$ cat src/rtl/chunked_addsub.sv
// rtl/chunked_addsub.sv - multi-cycle chunked adder/subtractor
//
// Adds or subtracts two WIDTH-bit operands CHUNK bits per clock, LSB chunk
// first, keeping the inter-chunk carry in a register. One operation takes
// N = WIDTH/CHUNK RUN cycles followed by a single DONE cycle.
//
// Ports:
//   clk       - clock, rising edge
//   rst_n     - asynchronous active-low reset
//   start     - operation request, honoured only in IDLE
//   mode      - 0 = add, 1 = subtract
//   cin       - carry-in (add) / borrow-in (subtract)
//   a, b      - operands, sampled on the capture edge only
//   busy      - high while chunks are being processed
//   done      - one-cycle pulse, results freshly valid
//   sum       - registered result
//   carry     - raw MSB carry-out (subtract: 1 = no borrow)
//   overflow  - two's-complement signed overflow
//   zero      - sum == 0

module chunked_addsub #(
    parameter int WIDTH = 16,
    parameter int CHUNK = 4
) (
    input  logic             clk,
    input  logic             rst_n,
    input  logic             start,
    input  logic             mode,
    input  logic             cin,
    input  logic [WIDTH-1:0] a,
    input  logic [WIDTH-1:0] b,
    output logic             busy,
    output logic             done,
    output logic [WIDTH-1:0] sum,
    output logic             carry,
    output logic             overflow,
    output logic             zero
);

    localparam int N     = WIDTH / CHUNK;
    localparam int IDX_W = (N > 1) ? $clog2(N) : 1;
    localparam logic [IDX_W-1:0] LAST_IDX = IDX_W'(N - 1);

    typedef enum logic [1:0] {
        ST_IDLE = 2'd0,
        ST_RUN  = 2'd1,
        ST_DONE = 2'd2
    } state_t;

    state_t state;
    state_t state_next;

    logic [WIDTH-1:0] a_reg;
    logic [WIDTH-1:0] b_reg;      // already inverted for subtract
    logic [WIDTH-1:0] work_reg;
    logic             carry_reg;
    logic [IDX_W-1:0] idx;

    logic [CHUNK-1:0] a_slice;
    logic [CHUNK-1:0] b_slice;
    logic [CHUNK:0]   chunk_sum;
    logic [WIDTH-1:0] work_next;
    logic             last_chunk;

    // Datapath for the chunk selected by idx. work_next is the working
    // register with this cycle's slice merged in, so the completion edge can
    // load the final result without an extra cycle.
    always_comb begin
        a_slice    = a_reg[idx*CHUNK +: CHUNK];
        b_slice    = b_reg[idx*CHUNK +: CHUNK];
        chunk_sum  = {1'b0, a_slice} + {1'b0, b_slice} + {{CHUNK{1'b0}}, carry_reg};
        work_next  = work_reg;
        work_next[idx*CHUNK +: CHUNK] = chunk_sum[CHUNK-1:0];
        last_chunk = (idx == LAST_IDX);
    end

    always_comb begin
        state_next = state;
        case (state)
            ST_IDLE: if (start) state_next = ST_RUN;
            ST_RUN:  if (last_chunk) state_next = ST_DONE;
            ST_DONE: state_next = ST_IDLE;
            default: state_next = ST_IDLE;
        endcase
    end

    always_ff @(posedge clk or negedge rst_n) begin
        if (!rst_n) begin
            state <= ST_IDLE;
        end else begin
            state <= state_next;
        end
    end

    always_ff @(posedge clk or negedge rst_n) begin
        if (!rst_n) begin
            a_reg     <= '0;
            b_reg     <= '0;
            work_reg  <= '0;
            carry_reg <= 1'b0;
            idx       <= '0;
            sum       <= '0;
            carry     <= 1'b0;
            overflow  <= 1'b0;
            zero      <= 1'b0;
        end else begin
            case (state)
                ST_IDLE: begin
                    if (start) begin
                        // Subtract is A + ~B + ~borrow, so the adder path is shared.
                        a_reg     <= a;
                        b_reg     <= mode ? ~b : b;
                        carry_reg <= mode ? ~cin : cin;
                        work_reg  <= '0;
                        idx       <= '0;
                    end
                end
                ST_RUN: begin
                    work_reg  <= work_next;
                    carry_reg <= chunk_sum[CHUNK];
                    if (last_chunk) begin
                        idx      <= '0;
                        sum      <= work_next;
                        carry    <= chunk_sum[CHUNK];
                        overflow <= (a_reg[WIDTH-1] == b_reg[WIDTH-1]) &&
                                    (work_next[WIDTH-1] != a_reg[WIDTH-1]);
                        zero     <= (work_next == '0);
                    end else begin
                        idx <= idx + 1'b1;
                    end
                end
                default: ;
            endcase
        end
    end

    // Pure state decodes; no combinational path from inputs.
    assign busy = (state == ST_RUN);
    assign done = (state == ST_DONE);

endmodule

$ cat config.mk
export PLATFORM = sky130hd
export DESIGN_NAME = chunked_addsub
export DESIGN_NICKNAME = d
export VERILOG_FILES = /design/src/rtl/chunked_addsub.sv
export SDC_FILE = /design/constraint.sdc
export NUM_CORES = 1
export LEC_CHECK = 0
export CAP_MARGIN = 20
export CORE_ASPECT_RATIO = 1.25
export CORE_MARGIN = 3
export CORE_UTILIZATION = 48
export DETAILED_ROUTE_END_ITERATION = 8
export PLACE_DENSITY = 0.76
export SLEW_MARGIN = 20
export SYNTH_ARGS = -nofsm -noshare
export SYNTH_HDL_FRONTEND = slang
export SYNTH_SLANG_ARGS = --single-unit
$ cat constraint.sdc
create_clock -name clk -period 3 [get_ports clk]
set_input_delay 0.3 -clock clk [delete_from_list [all_inputs] [get_ports clk]]
set_output_delay 0.3 -clock clk [all_outputs]
set_load 0.01 [all_outputs]
==> reports/qor.tcl, run 1 <==
set qor(global_route.usage.total_pct) 19.9
set qor(detailedRoute.firstIterationViolations) 132
set qor(grt_first_pass_wirelength_um) 13400
set qor(syn_nets) 378
set qor(proportion_of_power_drawn_by_combinational_gates_pct) 55.1
set qor(die-width_um) 83.3
set qor(numPortBuffers) 57
set qor(start_kind) {flip-flop}
set qor(design.core.area_sq_um) 7100
set qor(synthesized_instance_count) 330
set qor(ys_seq_area_share_pct) 50.3
set qor(fp-row-count) 34
set qor(finalHoldViolations) 0
set qor(cellLeakagePower_nw) 1.87
set qor(synth_edf_count) 0
set qor(ir_worst_vdd_mv) 0.634
set qor(dp_hpwl_um) 5880
set qor(clock_group_share_of_total_power_pct) 14.5
set qor(clockBufferDepth) 2
set qor(avgSynthCellArea_sq_um) 10.9
set qor(totalWireLength_um) 7920
set qor(powerDensity_nw_per_um2) 1230
set qor(switchingPower_mw) 2.35
set qor(worst_pin_slew_ns) 0.589
set qor(synth_async_sr_flop_share_pct) 100
set qor(yosys_warnings) 0
set qor(dpl-instance-area_sq_um) 4260
set qor(most_common_cell_after_layout_fill_and_taps_aside) {dfrtp_1}
set qor(period_share_pct) 93.2
set qor(final.fill_count) 596
set qor(drt-vias-per-instance) 5.52
set qor(synth.ff_latch_count) 72
set qor(worst-path-max-fanout) 8
set qor(die_area_sq_um) 8540
set qor(syn_to_final_growth_pct) 24.9
set qor(start_util_pct) 50.4
set qor(clkSlewWorstSetupHoldPaths_ns) 0.08
set qor(maxCapViolCount) 0
set qor(layout.nets) 439
set qor(final_core_util_pct) 63.0
set qor(cp.arrival_ns) 3.03
set qor(period_needed_ns) 2.80
set qor(clock_sinks) 72
set qor(drtPass1Iterations) 4
set qor(totalNegativeSetupSlack_ns) 0
set qor(worstSetupEndpointType) {flip-flop}
set qor(slew_violations) 0
set qor(vias) 2685
set qor(unrepaired_setup_endpoints_after_global_routing) {false}
set qor(clk_latency_ns) 0.35
set qor(antennaDiodeCount) 0
set qor(layout.cell_area.non_filler_sq_um) 4470
set qor(power.sequential.fraction_pct) 30.4
set qor(max_freq_mhz) 358
set qor(antenna_found_initial) 0
set qor(grt_pass1_vias) 2837
set qor(timing.max_slew.rel_slack_pct) 60.3
set qor(finalClockSkew_ns) 0.0112
set qor(most_frequently_used_flop_master_after_synthesis) {dfrtp_1}
set qor(worst_endpoint_required_time_ns) 3.23
set qor(finalPower_mw) 5.48
set qor(timing.setup.critical_path_class) {reg2reg}
set qor(setup_violations) 0
set qor(gpl.final_weighted_congestion) 0.900
set qor(commonest_non_fill_non_tap_cells_in_the_layout) {dfrtp_1 (71), clkdlybuf4s50_1 (56), a21oi_1 (30)}
set qor(drt-wirelength-per-cell_um) 16.3
set qor(largest_net_degree_at_the_start_of_global_routing) 50
set qor(clock_tree.root_cell) {clkbuf_8}
set qor(power.internal_mw) 3.14
set qor(die-height_um) 103
set qor(route.detailed.drc) 0
set qor(htree_num_levels) 3
set qor(top_level_ports) 58
set qor(route.antenna.remaining_nets) 0
set qor(post_syn_area_sq_um) 3580
set qor(swShare_pct) 42.8
set qor(global_route.overflow_total) 0
set qor(synth.lib_cells_used.distinct) 41
set qor(min_path_type) {in2async}
set qor(cts_tree) {done}
set qor(status) {finished clean}
set qor(final_layout_size_suffix_gt1_share_pct) 14.6
set qor(tritoncts_buffer_count) 9
## path summary, 6_finish.rpt
check / slack, ns / cells after the start / end / start
max: 0.20 / 9 / zero / idx[0]
min: 0.46 / 2 / sum[4] / rst_n
max reg2reg: 0.20 / 9 / zero / idx[0]
min reg2reg: 0.48 / 2 / sum[1] / sum[1]
max in group asynchronous: 1.80 / 3 / b_reg[6] / rst_n
min in group clk: 0.48 / 2 / sum[1] / sum[1]
## synth_stat cells, drive strengths merged, types with 2 or more instances
cell    number  share of area [%]
a21o         2               0.42
a21oi       31                4.4
a22o         9                2.2
a22oi        2               0.42
a31oi        5               0.87
a32o         4                1.1
and2         4               0.70
and3         3               0.52
buf         11                1.5
clkbuf       6               0.63
dfrtp       72                 50
fa           2                1.1
ha           9                3.1
inv         11                1.2
mux2        16                5.0
mux4         8                5.1
nand2       26                2.8
nand2b       2               0.35
nand3        4               0.56
nor2        25                2.6
nor2b       11                1.9
nor3         4               0.56
nor3b        4                1.1
nor4         2               0.35
o21ai       28                3.9
o22ai        2               0.35
o31ai        3               0.91
xnor2       19                4.6
## per-layer routing
layer,vias up,GRT usage [%],routed length [um],part of all wire (%)
li1,1288,-,-,-
met5,-,0,0,0
met1,1276,23.6,3290,41
met4,0,12.6,297,3.8
met2,97,34.3,3920,50
met3,24,2.96,414,5.2
## layout make-up
class                           count  area [sq um]  share of cell area (%)
Inverter                           11          41.3                   0.923
Clock inverter                      5          55.1                    1.23
Tap cell                           90           113                    2.52
Timing Repair Buffer               67           643                    14.4
Sequential cell                    72          1800                    40.3
Clock buffer                       11           151                    3.38
Multi-Input combinational cell    230          1670                    37.3
## logic make-up after synthesis
group	Yosys count	share of synthesized area, %
AO/OA/AOI/OAI	88	15.1
XOR/XNOR	20	4.89
buffers and inverters	28	3.32
adder cells (fa/ha/maj)	11	4.26
AND/OR/NAND/NOR	87	11.9
multiplexers	24	10.2
flip-flops	72	50.3
## timing repair
action,4_1_cts,5_1_grt
hold buffers,1,0
buffers inserted,0,0
gates resized for setup,0,1
hold endpoints to repair,23,0
endpoints found under the setup margin,0,1
## metrics by stage
| stage | hold WS, ns | std cells | worst slack [ns] |
|---|---|---|---|
| after floorplan | 0.00441 | 330 | 0.157 |
| after global placement | 0.308 | 469 | 0.180 |
| after detailed placement | 0.317 | 469 | 0.175 |
| after CTS | 0.483 | 486 | 0.0968 |
| after global routing | 0.504 | 486 | 0.0409 |
| final | 0.457 | 486 | 0.203 |
## power by group through the flow
stage	logic (mW)	registers, mW	clock network, mW
6_report	3.02	1.67	0.797
5_1_grt	3.31	1.73	0.852
4_1_cts	3.02	1.67	0.808
3_5_place_dp	2.98	1.69	0
3_3_place_gp	2.94	1.68	0
2_1_floorplan	1.91	1.64	0
## worst max-delay path, stage by stage, from the launching register on
cell,delay [ns]
dfrtp_2,0.47
mux4_2,0.55
fa_1,0.43
inv_1,0.08
fa_1,0.42
inv_1,0.22
and3_1,0.25
nor4_1,0.07
nand4_1,0.12
o31ai_2,0.06
Note: power is estimated with default switching activity, not from simulation.
==> inputs of run 2 (changes only) <==
Settings changed: CORE_UTILIZATION 48 to 58, GPL_ROUTABILITY_DRIVEN from default to 0, PLACE_DENSITY 0.76 to 0.86.
Clock period 3 ns to 3.3 ns, I/O delays scaled along.
==> run 2 against run 1 <==
  * Critical path depth stayed put
  * Flip-flop and latch count is the same
  * Final area down 1.2%
  * Critical path type unchanged
  * Largest power group unchanged
  * Highest routed layer unchanged
==> reports/qor.tcl, run 2 (synthesis results as in run 1) <==
set qor(status) {finished clean}
set qor(gates_resized_cts_repair) 0
set qor(final_core_util_pct) 74.9
set qor(critPathMaxStageDelay_ns) 0.61
set qor(swShare_pct) 43.0
set qor(cts_tree) {done}
set qor(worst_r2r_startpoint) {idx[0]}
set qor(drtPass1Iterations) 4
set qor(timing.max_slew.rel_slack_pct) 42.1
set qor(switchingPower_mw) 2.11
set qor(setup_violations) 0
set qor(global_route.usage.total_pct) 22.0
set qor(cts_hold_buf) 0
set qor(syn_to_final_growth_pct) 23.4
set qor(worst-path-max-fanout) 8
set qor(detailedRoute.firstIterationViolations) 169
set qor(gr-max-usage-layer) {met2}
set qor(global_route.overflow_total) 0
set qor(rr_worst_depth) 9
set qor(numPortBuffers) 57
set qor(register_area_sq_um) 1800
set qor(unrepaired_setup_endpoints_after_global_routing) {false}
set qor(reg2reg_to) {zero}
set qor(maxCapViolCount) 0
set qor(power.sequential.fraction_pct) 31.2
set qor(finalClockSkew_ns) 0.00844
set qor(r2r_slack_ns) 0.34
set qor(power.internal_mw) 2.80
set qor(min_path_type) {in2async}
set qor(worstSetupEndpointType) {flip-flop}
set qor(grt.met1_usage_pct) 25.3
set qor(slew_violations) 0
set qor(cellLeakagePower_nw) 1.86
set qor(clk_latency_ns) 0.35
set qor(start_util_pct) 60.7
set qor(max_freq_mhz) 338
set qor(die-width_um) 76.3
set qor(drt-wirelength-per-cell_um) 16.0
set qor(die-height_um) 93.9
set qor(start_kind) {flip-flop}
set qor(cp.buffers_inverters) 2
set qor(final_layout_size_suffix_gt1_share_pct) 13.5
set qor(grt_pass1_vias) 2602
set qor(powerDensity_nw_per_um2) 1110
set qor(htree_num_levels) 3
set qor(grt_first_pass_wirelength_um) 12100
set qor(final.fill_count) 434
set qor(clock_sinks) 72
set qor(clock_group_share_of_total_power_pct) 13.3
set qor(most_common_cell_after_layout_fill_and_taps_aside) {dfrtp_1}
set qor(design.core.area_sq_um) 5900
set qor(layout.nets) 437
set qor(finalHoldViolations) 0
set qor(clkSlewWorstSetupHoldPaths_ns) 0.07
set qor(timing.critical_path.max_delay_family) {adder cells}
set qor(totalNegativeSetupSlack_ns) 0
set qor(clock_tree.root_cell) {clkbuf_8}
set qor(ir_worst_vdd_mv) 0.875
set qor(post-cts-setup-buffers) 0
set qor(route.detailed.drc) 0
set qor(totalWireLength_um) 7600
set qor(vias) 2709
set qor(dp_hpwl_um) 5500
set qor(die_area_sq_um) 7160
set qor(antennaDiodeCount) 0
set qor(tritoncts_buffer_count) 9
set qor(worst_endpoint_required_time_ns) 3.53
set qor(proportion_of_power_drawn_by_combinational_gates_pct) 55.5
set qor(multiInputGateArea_sq_um) 1670
set qor(worst_pin_slew_ns) 0.868
set qor(drt-vias-per-instance) 5.69
set qor(antenna_found_initial) 0
set qor(use_met2_pct) 38.2
set qor(layoutNonFillerInstCount) 476
set qor(largest_net_degree_at_the_start_of_global_routing) 73
set qor(worstPathCellList) {mux4_2, fa_1, inv_1, fa_1, inv_1, and3_1, nor4_1, nand4_1, o31ai_2}
set qor(route.antenna.remaining_nets) 0
set qor(cp.arrival_ns) 3.19
set qor(timing.setup.critical_path_class) {reg2reg}
set qor(period_share_pct) 89.7
set qor(period_needed_ns) 2.96
set qor(dp.cells) 460
set qor(cpMaxStageDelayCell) {dfrtp_1}
set qor(commonest_non_fill_non_tap_cells_in_the_layout) {dfrtp_1 (72), clkdlybuf4s50_1 (56), a21oi_1 (30)}
set qor(top_level_ports) 58
set qor(fp-row-count) 31
set qor(clockBufferDepth) 2
set qor(globalRouteMet3Util_pct) 3.74
[run 2: cell types whose count changed in the layout (fill, tap and decap cells not counted), sizes merged]
cell / change
clkbuf: +1
dlygate4sd3: -1
clkinvlp: -2
clkinv: +1
buf: -1
[run 2: routing by layer]
| layer | vias to the layer above | part of all wire, % |
|---|---|---|
| met4 | 0 | 3.5 |
| met3 | 22 | 4.4 |
| met1 | 1313 | 41 |
| met2 | 94 | 51 |
| met5 | - | 0 |
| li1 | 1280 | - |
[run 2: worst max-delay path by stage]
stage	start	endpoint	cells past startpoint
CTS	idx[0]	zero	9
detailed placement	idx[0]	zero	9
floorplan	idx[0]	zero	10
finish	idx[0]	zero	9
global route	idx[0]	zero	9
global placement	idx[0]	zero	9
[run 2: area by class of cell]
cell class	count	share of cell area [%]
clock inverter	4	1.02
clock buffer	12	3.06
inverter	11	0.935
timing repair buffer	65	14.2
tap	82	2.32
sequential	72	40.8
multi-input combinational	230	37.7
[run 2: power by group through the flow]
| stage | logic [mW] | registers (mW) | clock network, mW |
|---|---|---|---|
| final | 2.73 | 1.53 | 0.656 |
| after global routing | 2.94 | 1.58 | 0.701 |
| after CTS | 2.70 | 1.54 | 0.668 |
| after detailed placement | 2.67 | 1.55 | 0 |
| after global placement | 2.59 | 1.53 | 0 |
| after floorplan | 1.74 | 1.49 | 0 |
[run 2: through the flow]
step / area [sq um] / hold WS, ns / power (mW) / setup WS (ns)
finish: 4420 / 0.183 / 4.91 / 0.339
global route: 4420 / 0.274 / 5.22 / 0.138
CTS: 4420 / 0.210 / 4.90 / 0.305
detailed placement: 4240 / 0.471 / 4.22 / 0.340
global placement: 4240 / 0.461 / 4.12 / 0.411
floorplan: 3580 / 0.0344 / 3.23 / 0.457
==> inputs of run 3 (changes only) <==
Settings changed: CTS_BUF_LIST from default to sky130_fd_sc_hd__clkbuf_16.
==> run 3 against run 2 <==
  * Wire length up 3.3%
  * Register-to-register slack lost 0.02 ns
  * Largest cell class unchanged
  * Flip-flop and latch count stayed put
  * Sequential share of layout area is 0.91 points lower
  * Critical path depth did not move
  * Largest power group unchanged
  * Fmax fell by 0.75%
  * Highest routed layer unchanged
  * Die area did not move
  * Critical path type unchanged
  * Via count up 0.89%
  * Count of clock-buffer cells in the layout decreased by 3
==> reports/qor.tcl, run 3 (synthesis results as in run 1) <==
set qor(status) {finished clean}
set qor(r2r_slack_ns) 0.32
set qor(antennaDiodeCount) 0
set qor(commonest_non_fill_non_tap_cells_in_the_layout) {dfrtp_1 (72), clkdlybuf4s50_1 (56), a21oi_1 (30)}
set qor(worstPathCellList) {mux4_2, fa_1, inv_1, fa_1, inv_1, and3_1, nor4_1, nand4_1, o31ai_2}
set qor(cp.arrival_ns) 3.19
set qor(unrepaired_setup_endpoints_after_global_routing) {false}
set qor(final_layout_size_suffix_gt1_share_pct) 13.5
set qor(maxCapViolCount) 0
set qor(period_share_pct) 90.4
set qor(totalWireLength_um) 7860
set qor(clock_tree.root_cell) {clkbuf_16}
set qor(clk_latency_ns) 0.33
set qor(period_needed_ns) 2.98
set qor(final.fill_count) 429
set qor(drt-wirelength-per-cell_um) 16.5
set qor(detailedRoute.firstIterationViolations) 223
set qor(worst-path-max-fanout) 8
set qor(global_route.overflow_total) 0
set qor(numPortBuffers) 57
set qor(route.detailed.drc) 0
set qor(timing.max_slew.rel_slack_pct) 40.0
set qor(antenna_found_initial) 0
set qor(largest_net_degree_at_the_start_of_global_routing) 73
set qor(most_common_cell_after_layout_fill_and_taps_aside) {dfrtp_1}
set qor(multiInputGateArea_sq_um) 1670
set qor(totalNegativeSetupSlack_ns) 0
set qor(min_path_type) {in2async}
set qor(layout.cell_area.non_filler_sq_um) 4520
set qor(ir_worst_vdd_mv) 0.893
set qor(grt_pass1_vias) 2666
set qor(die-width_um) 76.3
set qor(die-height_um) 93.9
set qor(register_area_sq_um) 1800
set qor(post-cts-setup-buffers) 0
set qor(fp-row-count) 31
set qor(dp_hpwl_um) 5500
set qor(timing.setup.critical_path_class) {reg2reg}
set qor(dpl-instance-area_sq_um) 4240
set qor(start_kind) {flip-flop}
set qor(clock_sinks) 72
set qor(cts_tree) {done}
set qor(post-place-ws_ns) 0.340
set qor(max_freq_mhz) 335
set qor(slew_violations) 0
set qor(clkSlewWorstSetupHoldPaths_ns) 0.06
set qor(finalHoldViolations) 0
set qor(htree_num_levels) 3
set qor(cpMaxStageDelayCell) {dfrtp_1}
set qor(timing.critical_path.max_delay_family) {adder cells}
set qor(cts_hold_buf) 0
set qor(design.core.area_sq_um) 5900
set qor(minimum_hold_slack_ns) 0.217
set qor(global_route.usage.total_pct) 22.8
set qor(syn_to_final_growth_pct) 26.2
set qor(powerDensity_nw_per_um2) 1150
set qor(layout_setup_ws_ns) 0.316
set qor(cellLeakagePower_nw) 1.91
set qor(clockBufferDepth) 2
set qor(layout.nets) 437
set qor(setup_violations) 0
set qor(worstSetupEndpointType) {flip-flop}
set qor(drt-vias-per-instance) 5.74
set qor(die_area_sq_um) 7160
set qor(grt_first_pass_wirelength_um) 12600
set qor(vias) 2733
set qor(final_core_util_pct) 76.7
set qor(worst_pin_slew_ns) 0.899
set qor(route.antenna.remaining_nets) 0
set qor(cp.buffers_inverters) 2
set qor(gates_resized_cts_repair) 0
set qor(finalClockSkew_ns) 0.00646
set qor(worst_endpoint_required_time_ns) 3.51
set qor(critPathMaxStageDelay_ns) 0.61
set qor(tritoncts_buffer_count) 9
set qor(drtPass1Iterations) 5
set qor(start_util_pct) 60.7
set qor(top_level_ports) 58
-- run 3: changes by cell type in the layout (fill, tap and decap cells not counted) --
cell / previous run / this run
clkbuf_8: 9 / 0
clkbuf_16: 0 / 9
inv_1: 8 / 11
clkbuf_1: 3 / 0
-- run 3: path summary, 6_finish.rpt --
path	to	start	depth (start not counted)
worst max register to register	zero	idx[0]	9
max in group asynchronous	b_reg[2]	rst_n	2
worst max-delay path	zero	idx[0]	9
worst min register to register	sum[6]	sum[6]	2
worst min-delay path	sum[6]	rst_n	2
min in group clk	sum[6]	sum[6]	2
-- run 3: power breakdown --
| part | internal, mW | total (mW) | switching [mW] |
|---|---|---|---|
| logic | 1.20 | 2.75 | 1.56 |
| registers | 1.26 | 1.53 | 0.273 |
| clock network | 0.572 | 0.913 | 0.341 |
-- run 3: routing by layer --
layer | GRT usage [%] | up-vias | share of wire, %
met5 | 0 | - | 0
li1 | - | 1281 | -
met2 | 40.9 | 113 | 53
met3 | 4.99 | 19 | 5.1
met4 | 11.6 | 0 | 2.6
met1 | 25.6 | 1320 | 39
-- run 3: final cells by class --
class	instances	share of cell area (%)
timing repair buffer	65	13.8
sequential	72	39.9
tap	82	2.27
multi-input combinational	230	36.9
inverter	11	0.914
clock buffer	9	4.98
clock inverter	7	1.25
-- run 3: metrics by stage --
stage | total power, mW | instances
5_1_grt | 5.50 | 476
6_report | 5.20 | 476
2_1_floorplan | 3.23 | 330
3_5_place_dp | 4.22 | 460
4_1_cts | 5.18 | 476
3_3_place_gp | 4.12 | 460
-- run 3: worst reg2reg max path, cell delays in order (launching register included) --
cell,delay [ns]
dfrtp_1,0.61
mux4_2,0.59
fa_1,0.43
inv_1,0.08
fa_1,0.41
inv_1,0.24
and3_1,0.26
nor4_1,0.07
nand4_1,0.12
o31ai_2,0.07
